$ cat src/rtl/mcmc_bram_sweeper.sv
// Read-modify-write sweep engine for the MCMC spin-lattice BRAM.
// Optional spin-flip statistics are built when MCMC_SWEEPER_FLIP_STATS_EN is defined.
module mcmc_bram_sweeper #(
    parameter int DATA_W  = 64,
    parameter int ADDR_W  = 32,
    parameter int RD_LAT  = 1,
    parameter int SWEEP_W = 16
) (
    input  logic                  clk,
    input  logic                  rst,
    input  logic                  start,
    input  logic [ADDR_W-1:0]     base_addr,
    input  logic [ADDR_W-1:0]     n_words,
    input  logic [SWEEP_W-1:0]    n_sweeps,
    output logic [ADDR_W-1:0]     bram_addr,
    output logic [DATA_W-1:0]     bram_din,
    input  logic [DATA_W-1:0]     bram_dout,
    output logic                  bram_en,
    output logic [DATA_W/8-1:0]   bram_we,
    output logic                  req_valid,
    input  logic                  req_ready,
    output logic [DATA_W-1:0]     req_word,
    output logic [ADDR_W-1:0]     req_idx,
    input  logic                  rsp_valid,
    input  logic [DATA_W-1:0]     rsp_word,
    input  logic [DATA_W/8-1:0]   rsp_mask,
    output logic                  busy,
    output logic                  finish,
    output logic [SWEEP_W-1:0]    sweep_cnt,
    output logic [DATA_W-1:0]     checksum,
    output logic [31:0]           flip_cnt
);

    localparam int                BYTES     = DATA_W / 8;
    localparam logic [ADDR_W-1:0] STRIDE    = ADDR_W'(BYTES);
    localparam logic [2:0]        WAIT_LAST = 3'(RD_LAT - 1);

    typedef enum logic [2:0] {
        S_IDLE, S_RD, S_WAIT, S_REQ, S_RSP, S_WR, S_NEXT, S_DONE
    } state_t;

    state_t               state, state_nx;
    logic [ADDR_W-1:0]    base_q, nwords_q, idx;
    logic [SWEEP_W-1:0]   nsweeps_q, sweep_q;
    logic [2:0]           wait_cnt;
    logic [DATA_W-1:0]    word_q, rsp_word_q, csum_q;
    logic [BYTES-1:0]     rsp_mask_q;
    logic [DATA_W-1:0]    bit_mask, merged;
    logic                 degenerate, last_word, last_sweep;

    assign degenerate = (n_words == '0) || (n_sweeps == '0);
    assign last_word  = (idx == nwords_q - ADDR_W'(1));
    assign last_sweep = ((sweep_q + SWEEP_W'(1)) == nsweeps_q);

    assign bram_addr = base_q + idx * STRIDE;
    assign bram_din  = rsp_word_q;
    assign req_word  = word_q;
    assign req_idx   = idx;
    assign sweep_cnt = sweep_q;
    assign checksum  = csum_q;
    assign busy      = (state != S_IDLE) && (state != S_DONE);
    assign finish    = (state == S_DONE);

    always_comb begin
        bit_mask = '0;
        for (int unsigned b = 0; b < BYTES; b++) begin
            bit_mask[b*8 +: 8] = {8{rsp_mask_q[b]}};
        end
    end

    // Word as it lands in memory: untouched bytes keep the value read earlier.
    assign merged = (word_q & ~bit_mask) | (rsp_word_q & bit_mask);

    always_ff @(posedge clk or negedge rst) begin
        if (!rst) begin
            state <= S_IDLE;
        end else begin
            state <= state_nx;
        end
    end

    always_comb begin
        state_nx  = state;
        bram_en   = 1'b0;
        bram_we   = '0;
        req_valid = 1'b0;
        case (state)
            S_IDLE, S_DONE: begin
                if (start) state_nx = degenerate ? S_DONE : S_RD;
            end
            S_RD: begin
                bram_en  = 1'b1;
                state_nx = S_WAIT;
            end
            S_WAIT: begin
                if (wait_cnt == WAIT_LAST) state_nx = S_REQ;
            end
            S_REQ: begin
                req_valid = 1'b1;
                if (req_ready) state_nx = S_RSP;
            end
            S_RSP: begin
                if (rsp_valid) state_nx = (rsp_mask != '0) ? S_WR : S_NEXT;
            end
            S_WR: begin
                bram_en  = 1'b1;
                bram_we  = rsp_mask_q;
                state_nx = S_NEXT;
            end
            S_NEXT: begin
                state_nx = (last_word && last_sweep) ? S_DONE : S_RD;
            end
            default: state_nx = S_IDLE;
        endcase
    end

    always_ff @(posedge clk or negedge rst) begin
        if (!rst) begin
            base_q     <= '0;
            nwords_q   <= '0;
            nsweeps_q  <= '0;
            idx        <= '0;
            sweep_q    <= '0;
            wait_cnt   <= '0;
            word_q     <= '0;
            rsp_word_q <= '0;
            rsp_mask_q <= '0;
            csum_q     <= '0;
        end else begin
            case (state)
                S_IDLE, S_DONE: begin
                    if (start) begin
                        base_q    <= base_addr;
                        nwords_q  <= n_words;
                        nsweeps_q <= n_sweeps;
                        idx       <= '0;
                        sweep_q   <= '0;
                        csum_q    <= '0;
                    end
                end
                S_RD: wait_cnt <= '0;
                S_WAIT: begin
                    wait_cnt <= wait_cnt + 3'd1;
                    if (wait_cnt == WAIT_LAST) word_q <= bram_dout;
                end
                S_RSP: begin
                    if (rsp_valid) begin
                        rsp_word_q <= rsp_word;
                        rsp_mask_q <= rsp_mask;
                    end
                end
                S_WR: csum_q <= csum_q ^ merged;
                S_NEXT: begin
                    if (last_word) begin
                        idx <= '0;
                        if (sweep_q != nsweeps_q) sweep_q <= sweep_q + SWEEP_W'(1);
                    end else begin
                        idx <= idx + ADDR_W'(1);
                    end
                end
                default: ;
            endcase
        end
    end

`ifdef MCMC_SWEEPER_FLIP_STATS_EN
    logic [DATA_W-1:0] diff;
    logic [31:0]       flips, flip_q;
    logic [32:0]       flip_sum;

    assign diff = (word_q ^ rsp_word_q) & bit_mask;

    always_comb begin
        flips = '0;
        for (int unsigned i = 0; i < DATA_W; i++) begin
            flips = flips + 32'(diff[i]);
        end
    end

    assign flip_sum = {1'b0, flip_q} + {1'b0, flips};

    always_ff @(posedge clk or negedge rst) begin
        if (!rst) begin
            flip_q <= '0;
        end else if ((state == S_IDLE || state == S_DONE) && start) begin
            flip_q <= '0;
        end else if (state == S_WR) begin
            flip_q <= flip_sum[32] ? '1 : flip_sum[31:0];
        end
    end

    assign flip_cnt = flip_q;
`else
    assign flip_cnt = '0;
`endif

endmodule

$ cat config.mk
export PLATFORM = sky130hd
export DESIGN_NAME = mcmc_bram_sweeper
export DESIGN_NICKNAME = d
export VERILOG_FILES = /design/src/rtl/mcmc_bram_sweeper.sv
export SDC_FILE = /design/constraint.sdc
export NUM_CORES = 1
export LEC_CHECK = 0
export ABC_CLOCK_PERIOD_IN_PS = 6050
export CELL_PAD_IN_SITES_DETAIL_PLACEMENT = 1
export CELL_PAD_IN_SITES_GLOBAL_PLACEMENT = 1
export CORE_MARGIN = 2
export CORE_UTILIZATION = 39
export CTS_CLUSTER_SIZE = 14
export DETAILED_ROUTE_END_ITERATION = 10
export PLACE_DENSITY_LB_ADDON = 0.08
export SLEW_MARGIN = 20
export SYNTH_ARGS = -nofsm -noshare
export SYNTH_HDL_FRONTEND = slang
export SYNTH_SLANG_ARGS = --single-unit
$ cat constraint.sdc
create_clock -name clk -period 6.05 [get_ports clk]
set_input_delay 1.815 -clock clk [delete_from_list [all_inputs] [get_ports clk]]
set_output_delay 1.815 -clock clk [all_outputs]
set_load 0.005 [all_outputs]
Word level (Yosys, flattened, before mapping):

Index checks and enable logic that the tools add are counted.

* add/sub/neg operators: 5
* eq/ne operators: 17
* muxes and demuxes: 21
* bitwise operators: 5
* reductions and logical operators: 21

Operator list (count)
* $and A64 B64 Y64: 2
* $pmux W64 S2: 1
* $mux W32: 2
* $mux W64: 1
* $not A64 Y64: 1
* $or A64 B64 Y64: 1
* $pmux W32 S2: 1
* $xor A64 B64 Y64: 1
* $mux W16: 3
* $add A32 B1 Y32 const B: 1
* $add A32 B32 Y32: 1
* $eq A32 B32 Y1: 1
* $logic_not A32 Y1: 1
* $pmux W16 S2: 1
* $sub A32 B1 Y32 const B: 1
* $pmux W3 S7: 1
* $mux W3: 6
* $add A16 B1 Y16 const B: 1
* $eq A16 B16 Y1: 1
* $logic_not A16 Y1: 1
* $ne A16 B16 Y1: 1
* $eq A3 B3 Y1 const B: 4
* $ne A2 B2 Y1 const B: 6
* $reduce_and A2 Y1: 5
* other kinds (16): 24

* flip-flop bits (word level): 334
* input port bits: 221
* output and inout bits: 316
* logic and storage cells: 80

Depth between registers and ports, before layout:

* depth after elaboration: 5
* depth in mapped cells: 13
* depth with buffers taken out: 12

Worst setup path after synthesis:

No wires, ideal clock.

* path kind: register to output
* start: register idx[9] (netlist: req_idx[9])
* end: output bram_addr[28]
* arrival: 2.840 ns
* data required time: 4.235 ns
* slack: 1.395 ns
* stages on the path, launching flop included: 11
* buffers on the path: 0
* cell sequence: dfrtp_1 > ha_1 > and4_1 > and3_1 > a211oi_1 > o21ai_0 > a221oi_1 > o21ai_0 > a41o_1 > or2_2 > xor2_1

* word-level cells in the longest chain between the ends: 1

RTL lines
* start, declared: RTL line 43 `logic [ADDR_W-1:0] base_q, nwords_q, idx;`
* start signal, assigned: RTL line 158 `idx <= idx + ADDR_W'(1);`
* $add A32 B32 Y32: RTL line 55 `assign bram_addr = base_q + idx * STRIDE;`
* end, declared: RTL line 15 `output logic [ADDR_W-1:0] bram_addr,`

Every way passes these cells.

Worst setup path after layout:

* start: register idx[1] (netlist: req_idx[1])
* end: output bram_addr[28]

The elaborated chain is that of the path after synthesis.

==> results.py <==
metrics = {
    "floorplan": {
        "die_y_um": 220,
        "rows": 79,
        "core_um2": 46400,
        "io_pins": 537,
        "die_area_um2": 48500,
        "start_util_pct": 39.3,
        "die_w_um": 220,
    },
    "yosys": {
        "ys_ff_latch": 334,
        "synth_area_leaders": "dfrtp_1 (46%), mux2_2 (8.9%), nand2_1 (6.2%), xor2_1 (5.0%), mux2i_1 (4.1%)",
        "synth_ff_type": "dfrtp_1",
        "synth_edf_count": 0,
        "synth_top_cell_by_area": "dfrtp_1",
        "synthArstFlopShare_pct": 100,
        "ys_warn_count": 0,
        "post-synth-top-count-cell": "dfrtp_1",
        "yosys.area.top_type_share_pct": 45.8,
        "ys_seq_area_share_pct": 45.8,
        "synthTopCellsByCount": "dfrtp_1 (334), nand2_1 (299), mux2_2 (144)",
        "netlist-cell-type-count": 78,
        "syn_area_um2": 18200,
        "synth_area_per_cell_um2": 9.89,
        "netlist_instances": 1843,
    },
    "clock_network": {
        "postCtsHoldBufs": 0,
        "clk_latency_ns": 0.58,
        "clkSinkCount": 334,
        "cts_buffers": 41,
        "clock_path_buffers": 3,
        "cts_max_level": 2,
        "cts.clk_slew.worst_paths_ns": 0.06,
        "cts-root-buf": "clkbuf_16",
        "cts_tree": "done",
    },
    "timing": {
        "rsz0062_at_grt": "false",
        "slew_viol_final": 0,
        "holdWs_ns": 0.479,
        "relSlewSlack_pct": 24.8,
        "skew_ns": 0.0270,
        "fin_crit_sh_pct": 96.9,
        "fin_setup_tns_ns": 0,
        "setup_violations": 0,
        "finalCriticalPeriod_ns": 5.86,
        "tightest_slew_ns": 1.13,
        "max_freq_ghz": 0.171,
        "hold_viol_final": 0,
    },
    "drt": {
        "drc_errors": 0,
        "wl_per_cell_um": 23.1,
        "vias_per_cell": 5.39,
        "routed_wl_mm": 68.1,
        "drt_iter0_markers": 880,
        "firstDrtPassIters": 5,
        "antenna_left": 0,
        "via_count": 15913,
    },
    "critical_path": {
        "cp-end-kind": "primary output",
        "cp-start-kind": "flip-flop",
        "crit_type": "reg -> out",
        "cp_max_fo": 7,
        "worst-endpoint-arrival_ns": 4.05,
        "cp_data_required_time_ns": 4.24,
    },
    "global_routing": {
        "grt_pass1_vias": 17045,
        "grt_pass1_wl_mm": 103,
        "gr-total-overflow": 0,
        "grt_max_degree": 129,
        "antenna_found_initial": 13,
        "grt_use_total_pct": 27.7,
    },
    "final_layout": {
        "nets": 2564,
        "drive_gt1_share_pct": 11.1,
        "fillers": 5144,
        "area.growth.synth_to_final_pct": 37.8,
        "layoutNonFillerInstCount": 2954,
    },
    "outcome": {
        "status": "finished, final reports clean",
    },
    "placement": {
        "dp.cells": 2872,
        "place.gp.congestion": 0.885,
        "portBuffers": 504,
        "hpwl_mm": 50.3,
    },
    "run": {
        "cap_viol_max_count": 0,
    },
    "power_and_ir_drop": {
        "irDropWorstVdd_mv": 0.264,
        "total_power_w": 0.0117,
        "p_leak_nw": 11.1,
        "p_per_area_nw_per_um2": 466,
    },
    "hold_path": {
        "hold_path_class": "reg -> reg",
    },
}
placed cells by master (no fill, tap or decap), drive strengths merged, types with 6 or more instances in the layout:
master,synthesis,layout
clkdlybuf4s50,0,503
dfrtp,334,334
nand2,299,299
mux2,144,144
o21ai,130,130
xor2,104,104
nand3,101,101
mux2i,74,74
clkbuf,89,66
nor2,63,63
xnor2,61,61
nor3,35,35
ha,33,33
nor4,33,33
conb,1,32
inv,31,32
and3,31,31
a21o,30,30
buf,48,26
a21oi,23,23
nand4,22,22
nor2b,15,15
nor3b,13,13
or4,10,10
o211ai,9,9
diode,0,8
a211oi,7,7
nand2b,7,7
and4,6,6
nand3b,6,6
or3,6,6
cells by family (layout without fill, tap and decap cells):
kind of cell | count (synthesis) | in the layout | share of synthesized area, %
AND/OR/NAND/NOR | 667 | 667 | 17.9
flip-flops | 334 | 334 | 45.8
AO/OA/AOI/OAI | 256 | 256 | 8.66
multiplexers | 218 | 218 | 13.0
buffers and inverters | 168 | 633 | 4.28
XOR/XNOR | 165 | 165 | 7.93
adder cells (fa/ha/maj) | 34 | 34 | 2.37
other | 1 | 40 | 0.0206
per-layer routing:
metal	vias to the layer above	global-route usage [%]	part of all wire, %
met5	-	0	0.090
met4	10	8.61	2.6
met2	384	48.9	52
met3	97	8.41	6.8
met1	8093	32.2	39
li1	7329	-	-
cell type report:
| cell class | count | area [µm²] | share of cell area [%] |
|---|---|---|---|
| Antenna cell | 8 | 20.0 | 0.0797 |
| Clock buffer | 66 | 1220 | 4.86 |
| Clock inverter | 7 | 86.3 | 0.344 |
| Inverter | 31 | 116 | 0.463 |
| Multi-Input combinational cell | 1372 | 9280 | 36.9 |
| Sequential cell | 334 | 8360 | 33.3 |
| Tap cell | 607 | 759 | 3.02 |
| Timing Repair Buffer | 529 | 5280 | 21.0 |
path summary, 6_finish.rpt:
kind,from,end,slack [ns],cells after the start
worst min-delay path,base_q[0]$_DFFE_PN0P_,base_q[0]$_DFFE_PN0P_,0.48,2
worst max register to register,nwords_q[0]$_DFFE_PN0P_,sweep_cnt[11]$_DFFE_PN0P_,1.74,12
min in group asynchronous,rst,base_q[27]$_DFFE_PN0P_,1.28,1
max in group asynchronous,rst,base_q[25]$_DFFE_PN0P_,3.60,2
worst max-delay path,req_idx[1]$_DFFE_PN0P_,bram_addr[28],0.19,12
worst min register to register,base_q[0]$_DFFE_PN0P_,base_q[0]$_DFFE_PN0P_,0.48,2
flip-flops by register name, summed over array words and instances, names as in the netlist:
register and cells:
state 3, rsp_mask_q 8, nsweeps_q 16, req_word 64, checksum 64, sweep_cnt 16, base_q 32, req_idx 32
wait_cnt 3, nwords_q 32, bram_din 64
where the power goes:
group / switching, W / total (W) / internal (W)
logic: 0.00240 / 0.00518 / 0.00277
clock network: 0.00101 / 0.00244 / 0.00143
registers: 0.00101 / 0.00409 / 0.00308
total: 0.00443 / 0.0117 / 0.00728
through the flow:
stage          cell area, µm²  setup slack [ns]  utilization [%]
2_1_floorplan           18300              1.39                -
3_3_place_gp            23700             0.561             51.2
3_5_place_dp            23800             0.533             51.2
4_1_cts                 25100            0.0689             54.1
5_1_grt                 25100            0.0234             54.2
6_report                25100             0.188             54.2
critical path, stage by stage, from the launching register on:
cell	delay (ns)
dfrtp_2	0.45
ha_1	0.33
a211oi_1	0.25
nor2_1	0.12
o41ai_2	0.42
o21ai_2	0.15
a221oi_2	0.24
buf_4	0.18
o21ai_0	0.07
a41o_1	0.28
or2_2	0.29
xor2_1	0.14
clkdlybuf4s50_1	0.53
repair_timing:
action,CTS,global route
endpoints found under the setup margin,3,4
hold endpoints to repair,0,0
setup buffers,0,1
gates resized for setup,2,5
pin swaps,0,1
No activity file was read; power rests on OpenSTA's default activity.
